## src/rtl/inflation_output_packer.sv

```systemverilog
// -----------------------------------------------------------------------------
// inflation_output_packer
//
// Thresholds serialized per-pixel sums from the adder-tree crossbar to one
// occupancy bit each and packs them LSB-first into PACK_WIDTH-bit AXI-Stream
// words. Every line starts a fresh word, so the last word of a line may be
// partial; unused high bits are zero. tlast marks the last word of a line,
// tuser marks the word holding pixel (0,0). frame_done pulses for one cycle
// after the handshake of the final word of a frame.
//
// Ports
//   clk            : clock, all state on the rising edge
//   rstn           : asynchronous active-low reset
//   s_axis_tvalid  : input sum valid
//   s_axis_tdata   : unsigned per-pixel sum (DATA_WIDTH)
//   s_axis_tready  : packer accepts a sum this cycle
//   m_axis_tvalid  : packed word valid
//   m_axis_tdata   : packed occupancy bits, bit k = k-th pixel of the word
//   m_axis_tlast   : word holds the last pixel of a line
//   m_axis_tuser   : word holds pixel (0,0) of a frame
//   m_axis_tready  : downstream accepts the word
//   frame_done     : one-cycle pulse after the frame's final word handshake
// -----------------------------------------------------------------------------
module inflation_output_packer #(
    parameter int DATA_WIDTH = 32'd18,
    parameter int PACK_WIDTH = 32'd32,
    parameter int IMG_WIDTH  = 32'd64,
    parameter int IMG_HEIGHT = 32'd64,
    parameter int THRESHOLD  = 32'd1
) (
    input  logic                  clk,
    input  logic                  rstn,
    input  logic                  s_axis_tvalid,
    input  logic [DATA_WIDTH-1:0] s_axis_tdata,
    output logic                  s_axis_tready,
    output logic                  m_axis_tvalid,
    output logic [PACK_WIDTH-1:0] m_axis_tdata,
    output logic                  m_axis_tlast,
    output logic                  m_axis_tuser,
    input  logic                  m_axis_tready,
    output logic                  frame_done
);

    localparam int BW = (PACK_WIDTH > 1) ? $clog2(PACK_WIDTH) : 1;
    localparam int CW = (IMG_WIDTH  > 1) ? $clog2(IMG_WIDTH)  : 1;
    localparam int RW = (IMG_HEIGHT > 1) ? $clog2(IMG_HEIGHT) : 1;

    localparam logic [BW-1:0]         BIT_LAST = BW'(PACK_WIDTH - 1);
    localparam logic [CW-1:0]         COL_LAST = CW'(IMG_WIDTH - 1);
    localparam logic [RW-1:0]         ROW_LAST = RW'(IMG_HEIGHT - 1);
    localparam logic [DATA_WIDTH-1:0] THR      = DATA_WIDTH'(THRESHOLD);

    logic [PACK_WIDTH-1:0] acc_r;
    logic [BW-1:0]         bit_cnt_r;
    logic [CW-1:0]         col_cnt_r;
    logic [RW-1:0]         row_cnt_r;
    logic                  first_pending_r;

    logic                  m_tvalid_r;
    logic [PACK_WIDTH-1:0] m_tdata_r;
    logic                  m_tlast_r;
    logic                  m_tuser_r;
    logic                  out_eof_r;
    logic                  frame_done_r;

    logic                  accept_s;
    logic                  pix_s;
    logic                  eol_s;
    logic                  eof_s;
    logic                  flush_s;
    logic [PACK_WIDTH-1:0] word_s;

    // The output register is free when empty or being drained this cycle.
    assign s_axis_tready = !m_tvalid_r || m_axis_tready;

    assign m_axis_tvalid = m_tvalid_r;
    assign m_axis_tdata  = m_tdata_r;
    assign m_axis_tlast  = m_tlast_r;
    assign m_axis_tuser  = m_tuser_r;
    assign frame_done    = frame_done_r;

    // Accept/flush decode and assembly of the outgoing word.
    always_comb begin
        accept_s = s_axis_tvalid && s_axis_tready;
        pix_s    = (s_axis_tdata >= THR);
        eol_s    = (col_cnt_r == COL_LAST);
        eof_s    = eol_s && (row_cnt_r == ROW_LAST);
        flush_s  = accept_s && ((bit_cnt_r == BIT_LAST) || eol_s);
        word_s   = '0;
        // Bits below the current slot come from acc, the current slot is the
        // incoming pixel, anything above is zero padding.
        for (int k = 0; k < PACK_WIDTH; k++) begin
            if (k < int'(bit_cnt_r)) begin
                word_s[k] = acc_r[k];
            end else if (k == int'(bit_cnt_r)) begin
                word_s[k] = pix_s;
            end else begin
                word_s[k] = 1'b0;
            end
        end
    end

    // Bit accumulator and raster position counters.
    always_ff @(posedge clk or negedge rstn) begin
        if (!rstn) begin
            acc_r           <= '0;
            bit_cnt_r       <= '0;
            col_cnt_r       <= '0;
            row_cnt_r       <= '0;
            first_pending_r <= 1'b1;
        end else if (accept_s) begin
            if (flush_s) begin
                acc_r           <= '0;
                bit_cnt_r       <= '0;
                first_pending_r <= 1'b0;
            end else begin
                acc_r[bit_cnt_r] <= pix_s;
                bit_cnt_r        <= bit_cnt_r + BW'(1);
            end
            if (eol_s) begin
                col_cnt_r <= '0;
                if (row_cnt_r == ROW_LAST) begin
                    row_cnt_r       <= '0;
                    // Placed after the flush clear so end of frame re-arms tuser.
                    first_pending_r <= 1'b1;
                end else begin
                    row_cnt_r <= row_cnt_r + RW'(1);
                end
            end else begin
                col_cnt_r <= col_cnt_r + CW'(1);
            end
        end
    end

    // Output word register and frame_done pulse.
    always_ff @(posedge clk or negedge rstn) begin
        if (!rstn) begin
            m_tvalid_r   <= 1'b0;
            m_tdata_r    <= '0;
            m_tlast_r    <= 1'b0;
            m_tuser_r    <= 1'b0;
            out_eof_r    <= 1'b0;
            frame_done_r <= 1'b0;
        end else begin
            if (flush_s) begin
                m_tvalid_r <= 1'b1;
                m_tdata_r  <= word_s;
                m_tlast_r  <= eol_s;
                m_tuser_r  <= first_pending_r;
                out_eof_r  <= eof_s;
            end else if (m_axis_tready) begin
                m_tvalid_r <= 1'b0;
            end
            frame_done_r <= m_tvalid_r && m_axis_tready && out_eof_r;
        end
    end

endmodule

```

## config.mk

```make
export PLATFORM = sky130hd
export DESIGN_NAME = inflation_output_packer
export DESIGN_NICKNAME = d
export VERILOG_FILES = /design/src/rtl/inflation_output_packer.sv
export SDC_FILE = /design/constraint.sdc
export NUM_CORES = 1
export LEC_CHECK = 0
export BUFFER_PORTS_ARGS = -buffer_cell sky130_fd_sc_hd__buf_2
export CAP_MARGIN = 15
export CORE_MARGIN = 10
export CORE_UTILIZATION = 62
export CTS_CLUSTER_DIAMETER = 40
export DETAILED_ROUTE_END_ITERATION = 10
export PLACE_DENSITY = 0.85
export SETUP_SLACK_MARGIN = 0.2
export SYNTH_ARGS = -nofsm -noshare
export SYNTH_HDL_FRONTEND = slang
export SYNTH_SLANG_ARGS = --single-unit
```

## constraint.sdc

```tcl
create_clock -name clk -period 3.54 [get_ports clk]
set_input_delay 0.708 -clock clk [delete_from_list [all_inputs] [get_ports clk]]
set_output_delay 0.708 -clock clk [all_outputs]
set_load 0.03 [all_outputs]
```

## Word-level counts from Yosys, hierarchy flattened

Index checks and enable logic that the tools add are counted.

| word-level totals | value |
|---|---|
| bits in registers | 87 |
| bits in latches | 0 |
| memory bits (writable) | 0 |
| memory bits (read-only) | 0 |
| output and inout bits | 37 |
| memories kept | 0 |

| operators by class | value |
|---|---|
| add/sub/neg operators | 3 |
| $mul | 0 |
| divide/modulo/power cells | 0 |
| magnitude comparators | 34 |
| eq/ne operators | 34 |
| shift operators | 0 |
| mux-type cells | 75 |
| bitwise logic cells | 0 |
| reductions and logical operators | 12 |

Operator list:

| kind | number |
|---|---|
| 5-bit == test, first input constant | 16 |
| 5-bit less-than comparator, first input constant | 15 |
| 1-bit two-way mux | 69 |
| 4-bit by 5-bit == test with 1-bit output, first input constant | 8 |
| 4-bit by 5-bit less-than comparator with 1-bit output, first input constant | 8 |
| 32-bit bitwise mux | 1 |
| 32-bit two-way mux | 1 |
| 3-bit by 5-bit == test with 1-bit output, first input constant | 4 |
| 3-bit by 5-bit less-than comparator with 1-bit output, first input constant | 4 |
| 18-bit by 1-bit >= comparator with 1-bit output, second input constant | 1 |
| 6-bit by 1-bit adder with 6-bit output, second input constant | 2 |
| 6-bit == test, second input constant | 2 |
| 6-bit two-way mux | 2 |
| 2-bit by 5-bit == test with 1-bit output, first input constant | 2 |
| 1-bit by 5-bit less-than comparator with 1-bit output, first input constant | 2 |
| 2-bit by 5-bit less-than comparator with 1-bit output, first input constant | 2 |
| 1-bit logical AND | 6 |
| 5-bit by 6-bit less-than comparator with 1-bit output, second input constant | 1 |
| 5-bit by 1-bit adder with 5-bit output, second input constant | 1 |
| 1-bit demux with 5-bit select | 1 |
| 1-bit by 5-bit == test with 1-bit output, first input constant | 1 |
| 5-bit == test, second input constant | 1 |
| 5-bit by 1-bit >= comparator with 1-bit output, second input constant | 1 |
| 5-bit zero test | 1 |
| 5 further kinds | 6 |

## Longest topological paths before layout

Gate-level depths: netlist (run 1).

| depth | value |
|---|---|
| word-level depth | 7 |
| gate-level depth with buffers | 11 |

## Worst setup path before layout (run 1)

No wires, ideal clock.

| path | value |
|---|---|
| path kind | reg2reg |
| from | reg bit_cnt_r[0] |
| to | reg acc_r[10] |
| arrival | 2.272 ns |
| setup slack | 1.184 ns |
| cell stages (with the launch flop) | 11 |
| period minus slack after synthesis | 2.356 ns |
| path through | dfrtp_1 > ha_1 > clkbuf_1 > clkbuf_1 > and3_1 > ha_1 > o21bai_1 > buf_4 > nor2_2 > nand3_1 > o21ai_0 |

| between the ends | value |
|---|---|
| longest elaborated chain between the ends | 6 |
| elaborated cells on any way between the ends | 10 |
| those cells by class | order compare: 2; eq/ne: 1; mux: 4; reduce/logical: 3 |

Ends and longest elaborated chain:

| item | line | RTL |
|---|---|---|
| from (decl) | 54 | `logic [BW-1:0] bit_cnt_r;` |
| from (signal assigned) | 118 | `bit_cnt_r <= bit_cnt_r + BW'(1);` |
| 5-bit by 6-bit less-than comparator with 1-bit output (implied by the code) or 5-bit by 1-bit >= comparator with 1-bit output (tied branches) | 117 | `acc_r[bit_cnt_r] <= pix_s;` |
| 1-bit logical AND (implied by the code) | 117 |  |
| 1-bit two-way mux (implied by the code) | 117 |  |
| 1-bit demux with 5-bit select | 117 |  |
| 32-bit bitwise mux | 117 |  |
| 32-bit two-way mux * | 112 | `if (flush_s) begin` |
| to (signal, indexed assignment) | 117 |  |
| to (decl) | 53 | `logic [PACK_WIDTH-1:0] acc_r;` |

Every way passes the cells marked *; elsewhere a longest branch is shown, timed or not.
A chain may end at the register's enable or synchronous reset.

## Worst setup path after layout (run 1)

| path | value |
|---|---|
| from | reg bit_cnt_r[1] |
| to | reg acc_r[10] |

Same word-level chain as after synthesis.

==> results of run 1 <==
per-stage QoR:
step	worst slack, ns	hold slack (ns)	power (mW)	utilization, %	instance area, um2
2_1_floorplan	1.18	0.412	2.58	-	4330
3_3_place_gp	0.828	0.457	3.07	68.4	4650
3_5_place_dp	0.705	0.462	3.11	68.4	4650
4_1_cts	0.675	0.479	3.87	71.6	4860
5_1_grt	0.400	0.508	4.13	71.6	4860
6_report	0.598	0.479	3.90	71.6	4860
cell usage after synthesis (all sizes together):
| cell type | n | area [um2] |
|---|---|---|
| o21bai | 1 | 7.51 |
| dfrtp | 85 | 2130 |
| buf | 18 | 96.4 |
| a22oi | 1 | 7.51 |
| nor4 | 3 | 18.8 |
| clkbuf | 18 | 67.6 |
| o31ai | 3 | 22.5 |
| a21oi | 48 | 240 |
| or3 | 2 | 12.5 |
| a21o | 4 | 30.0 |
| o21ai | 87 | 435 |
| and3 | 6 | 37.5 |
| a31oi | 20 | 125 |
| and2 | 7 | 43.8 |
| o2bb2ai | 1 | 8.76 |
| nor2b | 5 | 31.3 |
| nand4b | 1 | 8.76 |
| nor2 | 37 | 141 |
| or4 | 1 | 11.3 |
| clkinv | 1 | 3.75 |
| nor4b | 1 | 23.8 |
| xor2 | 1 | 8.76 |
| nor3 | 5 | 41.3 |
| o211ai | 5 | 37.5 |
| nand2b | 2 | 12.5 |
| inv | 5 | 18.8 |
| or2 | 3 | 18.8 |
| o311ai | 1 | 8.76 |
| xnor2 | 4 | 35.0 |
| a32o | 1 | 10.0 |
| dfstp | 1 | 26.3 |
| ha | 8 | 100 |
| nand3b | 1 | 7.51 |
| a32oi | 5 | 43.8 |
| nand4 | 12 | 75.1 |
| or2b | 1 | 7.51 |
| o2111ai | 1 | 8.76 |
| o22ai | 1 | 6.26 |
| nor3b | 1 | 7.51 |
| nand2 | 60 | 230 |
| nand3 | 22 | 120 |
per-layer routing:
layer,vias to the layer above,GRT usage [%]
li1,1834,-
met4,2,5.85
met2,206,34.5
met3,22,6.26
met5,-,2.86
met1,1903,28.8
area by class of cell:
| cell class | instances | area [um2] |
|---|---|---|
| Inverter | 6 | 22.5 |
| Fill cell | 545 | 1930 |
| Timing Repair Buffer | 67 | 360 |
| Multi-Input combinational cell | 362 | 1990 |
| Sequential cell | 86 | 2150 |
| Clock inverter | 3 | 67.6 |
| Clock buffer | 13 | 149 |
| Tap cell | 96 | 120 |
sequential cells by signal, indices dropped and copies added, names as in the netlist:
name             flops
bit_cnt_r            5
out_eof_r            1
row_cnt_r            6
m_axis_tlast         1
m_axis_tdata        32
col_cnt_r            6
m_axis_tuser         1
frame_done           1
acc_r               31
first_pending_r      1
m_axis_tvalid        1
power breakdown:
part	switching [mW]	leakage (nW)	internal, mW	total [mW]
clock network	0.344	0.104	0.418	0.762
logic	1.09	0.949	0.461	1.55
registers	0.261	1.13	1.33	1.59
cells in the final DEF, fill, tap and decap left out, types with 2 or more instances in the layout:
master | Yosys | layout
nand4_1 | 12 | 12
or2_2 | 3 | 3
ha_1 | 8 | 8
o211ai_1 | 5 | 5
nand2_1 | 58 | 58
nor2_1 | 36 | 36
o31ai_1 | 3 | 3
a32oi_1 | 5 | 5
o21ai_0 | 86 | 86
dfrtp_1 | 85 | 85
nand2b_1 | 2 | 2
and3_1 | 6 | 6
bufinv_16 | 0 | 2
a21oi_1 | 48 | 48
a21o_1 | 4 | 4
nand3_1 | 20 | 20
clkbuf_8 | 0 | 10
nor2b_1 | 5 | 5
nor4_1 | 3 | 3
inv_1 | 5 | 5
a31oi_1 | 20 | 20
nand3_2 | 2 | 2
nand2_2 | 2 | 2
clkbuf_1 | 18 | 3
and2_1 | 7 | 7
nor3_1 | 3 | 3
xnor2_1 | 4 | 4
or3_1 | 2 | 2
buf_2 | 14 | 57
buf_4 | 1 | 10
worst register-to-register path: stages, from the launching register on:
cell and delay, ns:
dfrtp_1 0.52, ha_1 0.25, buf_4 0.20, and3_1 0.18, ha_1 0.21, o21bai_2 0.34, buf_4 0.29, nor2_2 0.29
nand3_1 0.29, o21ai_0 0.29
cell families after synthesis:
logic type | count (synthesis) | share of synthesized area [%]
AND/OR/NAND/NOR | 170 | 19.6
AO/OA/AOI/OAI | 179 | 22.9
flip-flops | 86 | 49.8
XOR/XNOR | 5 | 1.01
adder cells (fa/ha/maj) | 8 | 2.31
buffers and inverters | 42 | 4.31
final timing paths:
| check | start | endpoint | slack (ns) | cells after the start |
|---|---|---|---|---|
| worst min-delay path | m_axis_tdata[6] | m_axis_tdata[6] | 0.48 | 2 |
| worst max-delay path | bit_cnt_r[1] | acc_r[10] | 0.60 | 9 |
| worst max register to register | bit_cnt_r[1] | acc_r[10] | 0.60 | 9 |
| worst min register to register | m_axis_tdata[6] | m_axis_tdata[6] | 0.48 | 2 |
| max in group asynchronous | rstn | acc_r[16] | 2.34 | 1 |
| min in group asynchronous | rstn | m_axis_tdata[0] | 0.53 | 1 |
==> flow_summary.ini, run 1 <==
[synthesis]
yosysSeqAreaShare_pct = 49.8
synth.avg_cell_area_um2 = 8.83
postSynthCellCount = 490
synth.distinct_cells = 50
syn_area_um2 = 4330
synth_nets = 520
ys_seq_elements = 86
ys.warnings.count = 0

[worst_setup_path]
crit_type = register to register
crit_family = simple AND/OR/NAND/NOR gates
slowest_stage = dfrtp_1
cp-start-kind = register
slowest_delay_ns = 0.52
cp_cell_sequence = ha_1 > buf_4 > and3_1 > ha_1 > o21bai_2 > buf_4 > nor2_2 > nand3_1 > o21ai_0
crit_fanout = 24
arrival_ns = 3.20
worst-path-buf-inv = 2
cp-end-kind = register
required_ns = 3.80

[global_route]
gr-total-overflow = 0
globalRouteTotalUtil_pct = 22.0
grt_max_degree = 87
grt_pass1_wl_um = 19800
grt_pass1_vias = 3815
antenna_found_initial = 1

[sta]
post-route-period-util_pct = 83.1
setup_viol = 0
hold_viol_final = 0
skew_ns = 0.0108
setup_tns_ns = 0
fmax_mhz = 340
slew_violations = 0
worstMarginPinSlew_ns = 1.04
relSlewSlack_pct = 30.4
rsz0062_at_grt = false
period_needed_ns = 2.94

[detailed_routing]
drt_pass1_iterations = 8
dr_wl_met3_um = 1220
wl_per_cell_um = 19.1
drtAntennaViolNets = 0
routed_via_density = 6.27
m1WireLength_um = 4830
routed-via-count = 3967
top_layer_used = met5
drt-initial-drc-count = 494
routed_wl_um = 12100
met2WireLength_um = 5830
drc = 0

[floorplanning]
die_height_um = 104
pin_count = 59
die_x_um = 104
initial_core_util_pct = 63.7
design.core.area_um2 = 6790
rows = 30
die-area_um2 = 10700

[clock_network]
numClockSinks = 86
cts_tree = yes
ctsResizeCount = 0
hold_buffers = 0
clk-insertion-delay-late_ns = 0.36
cts_made_buffers = 9
cts_setup_buffers = 0
htreeDepth = 3
cts.path.max_buffers = 2
clkTransAtPathRegs_ns = 0.08
root_buffer = clkbuf_8

[placement]
io_buffers = 58
gp_congestion = 0.939
placed_cells = 617
dp.final_hpwl_um = 8400

[hold_path]
hold_class = register to register

[power]
irDropWorstVdd_mv = 0.412
p_per_area_nw_per_um2 = 802
p_leak_nw = 2.18

[job]
drv_cap = 0

[layout]
drive_gt1_share_pct = 17.5
num_antenna_cells = 0
layout.nets = 562
instances_no_fill = 633
areaGrowthSynthToFinish_pct = 12.4

[run_status]
status = complete, no violations
(Power assumes the default switching activity.)
==> run 2: changes to the inputs <==
- CORE_UTILIZATION: 62 -> 57
- PLACE_DENSITY: 0.85 -> 0.79
- clock period: 3.54 -> 3.01 ns (I/O delays scaled with it)
==> flow_summary.ini, run 2 (synthesized netlist as in run 1, its figures left out) <==
[placement]
dp.final_hpwl_um = 8130
gp_congestion = 0.936
io_buffers = 58
dp_slack_ns = 0.551

[floorplanning]
initial_core_util_pct = 59.0
rows = 31
die-area_um2 = 11500
design.core.area_um2 = 7330
die_x_um = 107
die_height_um = 107
pin_count = 59

[layout]
seq_area_um2 = 2150
layout.nets = 567
layout_commonest_cell = o21ai_0
areaGrowthSynthToFinish_pct = 13.3
multi_input_area_um2 = 1990
largest_reg_flops = 32
nFillCells = 618
final_cell_mix = o21ai_0, dfrtp_1, nand2_1, buf_2, a21oi_1
num_antenna_cells = 0
fin_util_pct = 66.8
drive_gt1_share_pct = 18.8

[power]
p_per_area_nw_per_um2 = 925
p_seq_share_pct = 39.8
swShare_pct = 42.9
p_switching_mw = 1.95
p_leak_nw = 2.21
irDropWorstVdd_mv = 0.540
intPower_mw = 2.59
clkPwrFrac_pct = 19.5
total_power_mw = 4.53
share_comb_of_total_power_pct = 40.7

[worst_setup_path]
required_ns = 3.28
crit_fanout = 13
crit_type = register to register
slowest_delay_ns = 0.49
crit_family = simple AND/OR/NAND/NOR gates
worst-path-buf-inv = 0
arrival_ns = 2.81
cp_cell_sequence = ha_1 > and3_1 > ha_1 > o21bai_2 > nor2_2 > nand3_1 > o21ai_0
cpMostUsedCell = ha_1
cp-start-kind = register
cp-end-kind = register
slowest_stage = dfrtp_1

[clock_network]
htreeDepth = 3
hold_buffers = 0
cts_setup_buffers = 0
clk-insertion-delay-late_ns = 0.36
cts_made_buffers = 9
numClockSinks = 86
root_buffer = clkbuf_8
ctsResizeCount = 0
clkTransAtPathRegs_ns = 0.09
cts.path.max_buffers = 2
cts_tree = yes

[global_route]
gr-total-overflow = 0
grt_max_degree = 46
globalRouteTotalUtil_pct = 20.7
antenna_found_initial = 0
grt_pass1_vias = 3809
grt_pass1_wl_um = 19300

[detailed_routing]
routed_wl_um = 11700
drt-initial-drc-count = 613
wl_per_cell_um = 18.3
routed_via_density = 6.29
drtAntennaViolNets = 0
drc = 0
drt_pass1_iterations = 6
routed-via-count = 4032

[sta]
fmax_mhz = 394
slew_violations = 0
setup_ws_ns = 0.472
skew_ns = 0.0118
period_needed_ns = 2.54
setup_tns_ns = 0
rsz0062_at_grt = false
hold_viol_final = 0
setup_viol = 0
worstMarginPinSlew_ns = 0.803
post-route-period-util_pct = 84.3
relSlewSlack_pct = 46.5

[run_status]
status = complete, no violations

[hold_path]
hold_class = input pin to asynchronous set/reset pin

[job]
drv_cap = 0
==> run 2: cell types whose count changed in the layout (fill, tap and decap cells not counted), sizes merged <==
cell,change
buf,+5
clkinv,+5
clkbuf,-4
clkinvlp,-1
==> run 2: cell type report <==
class                      instances  area share, %
tap                               99           2.53
multi-input combinational        362           40.6
clock buffer                       9           2.53
sequential                        86           43.9
inverter                           6          0.460
timing repair buffer              72           8.12
clock inverter                     7           1.81
==> run 2: worst paths after layout <==
| path | from | to | depth (start not counted) | slack (ns) |
|---|---|---|---|---|
| setup / recovery | bit_cnt_r[0] | acc_r[6] | 7 | 0.47 |
| hold / removal | rstn | m_axis_tdata[7] | 1 | 0.22 |
| setup reg to reg | bit_cnt_r[0] | acc_r[6] | 7 | 0.47 |
| hold reg to reg | m_axis_tdata[6] | m_axis_tdata[6] | 2 | 0.48 |
| max in group asynchronous | rstn | m_axis_tdata[14] | 2 | 2.07 |
| min in group clk | m_axis_tdata[6] | m_axis_tdata[6] | 2 | 0.48 |
==> run 2: power by group through the flow <==
stage / clock [mW] / sequential, mW / combinational, mW
floorplan: 0 / 2.10 / 0.942
global placement: 0 / 1.80 / 1.78
detailed placement: 0 / 1.82 / 1.82
CTS: 0.888 / 1.80 / 1.83
global route: 0.929 / 1.86 / 2.02
finish: 0.884 / 1.80 / 1.85
==> run 2: through the flow <==
step           hold WS, ns  instance area, um2  instances
3_3_place_gp         0.459                4690        625
5_1_grt              0.259                4900        641
4_1_cts              0.243                4900        641
2_1_floorplan        0.306                4330        490
3_5_place_dp         0.462                4690        625
6_report             0.215                4900        641
==> run 2: metal layers <==
layer	track usage (%)	vias to the layer above	share of wire, %
li1	-	1844	-
met3	4.49	39	8.4
met2	34.0	200	49
met4	8.12	0	3.1
met5	0	-	0
met1	26.0	1949	40
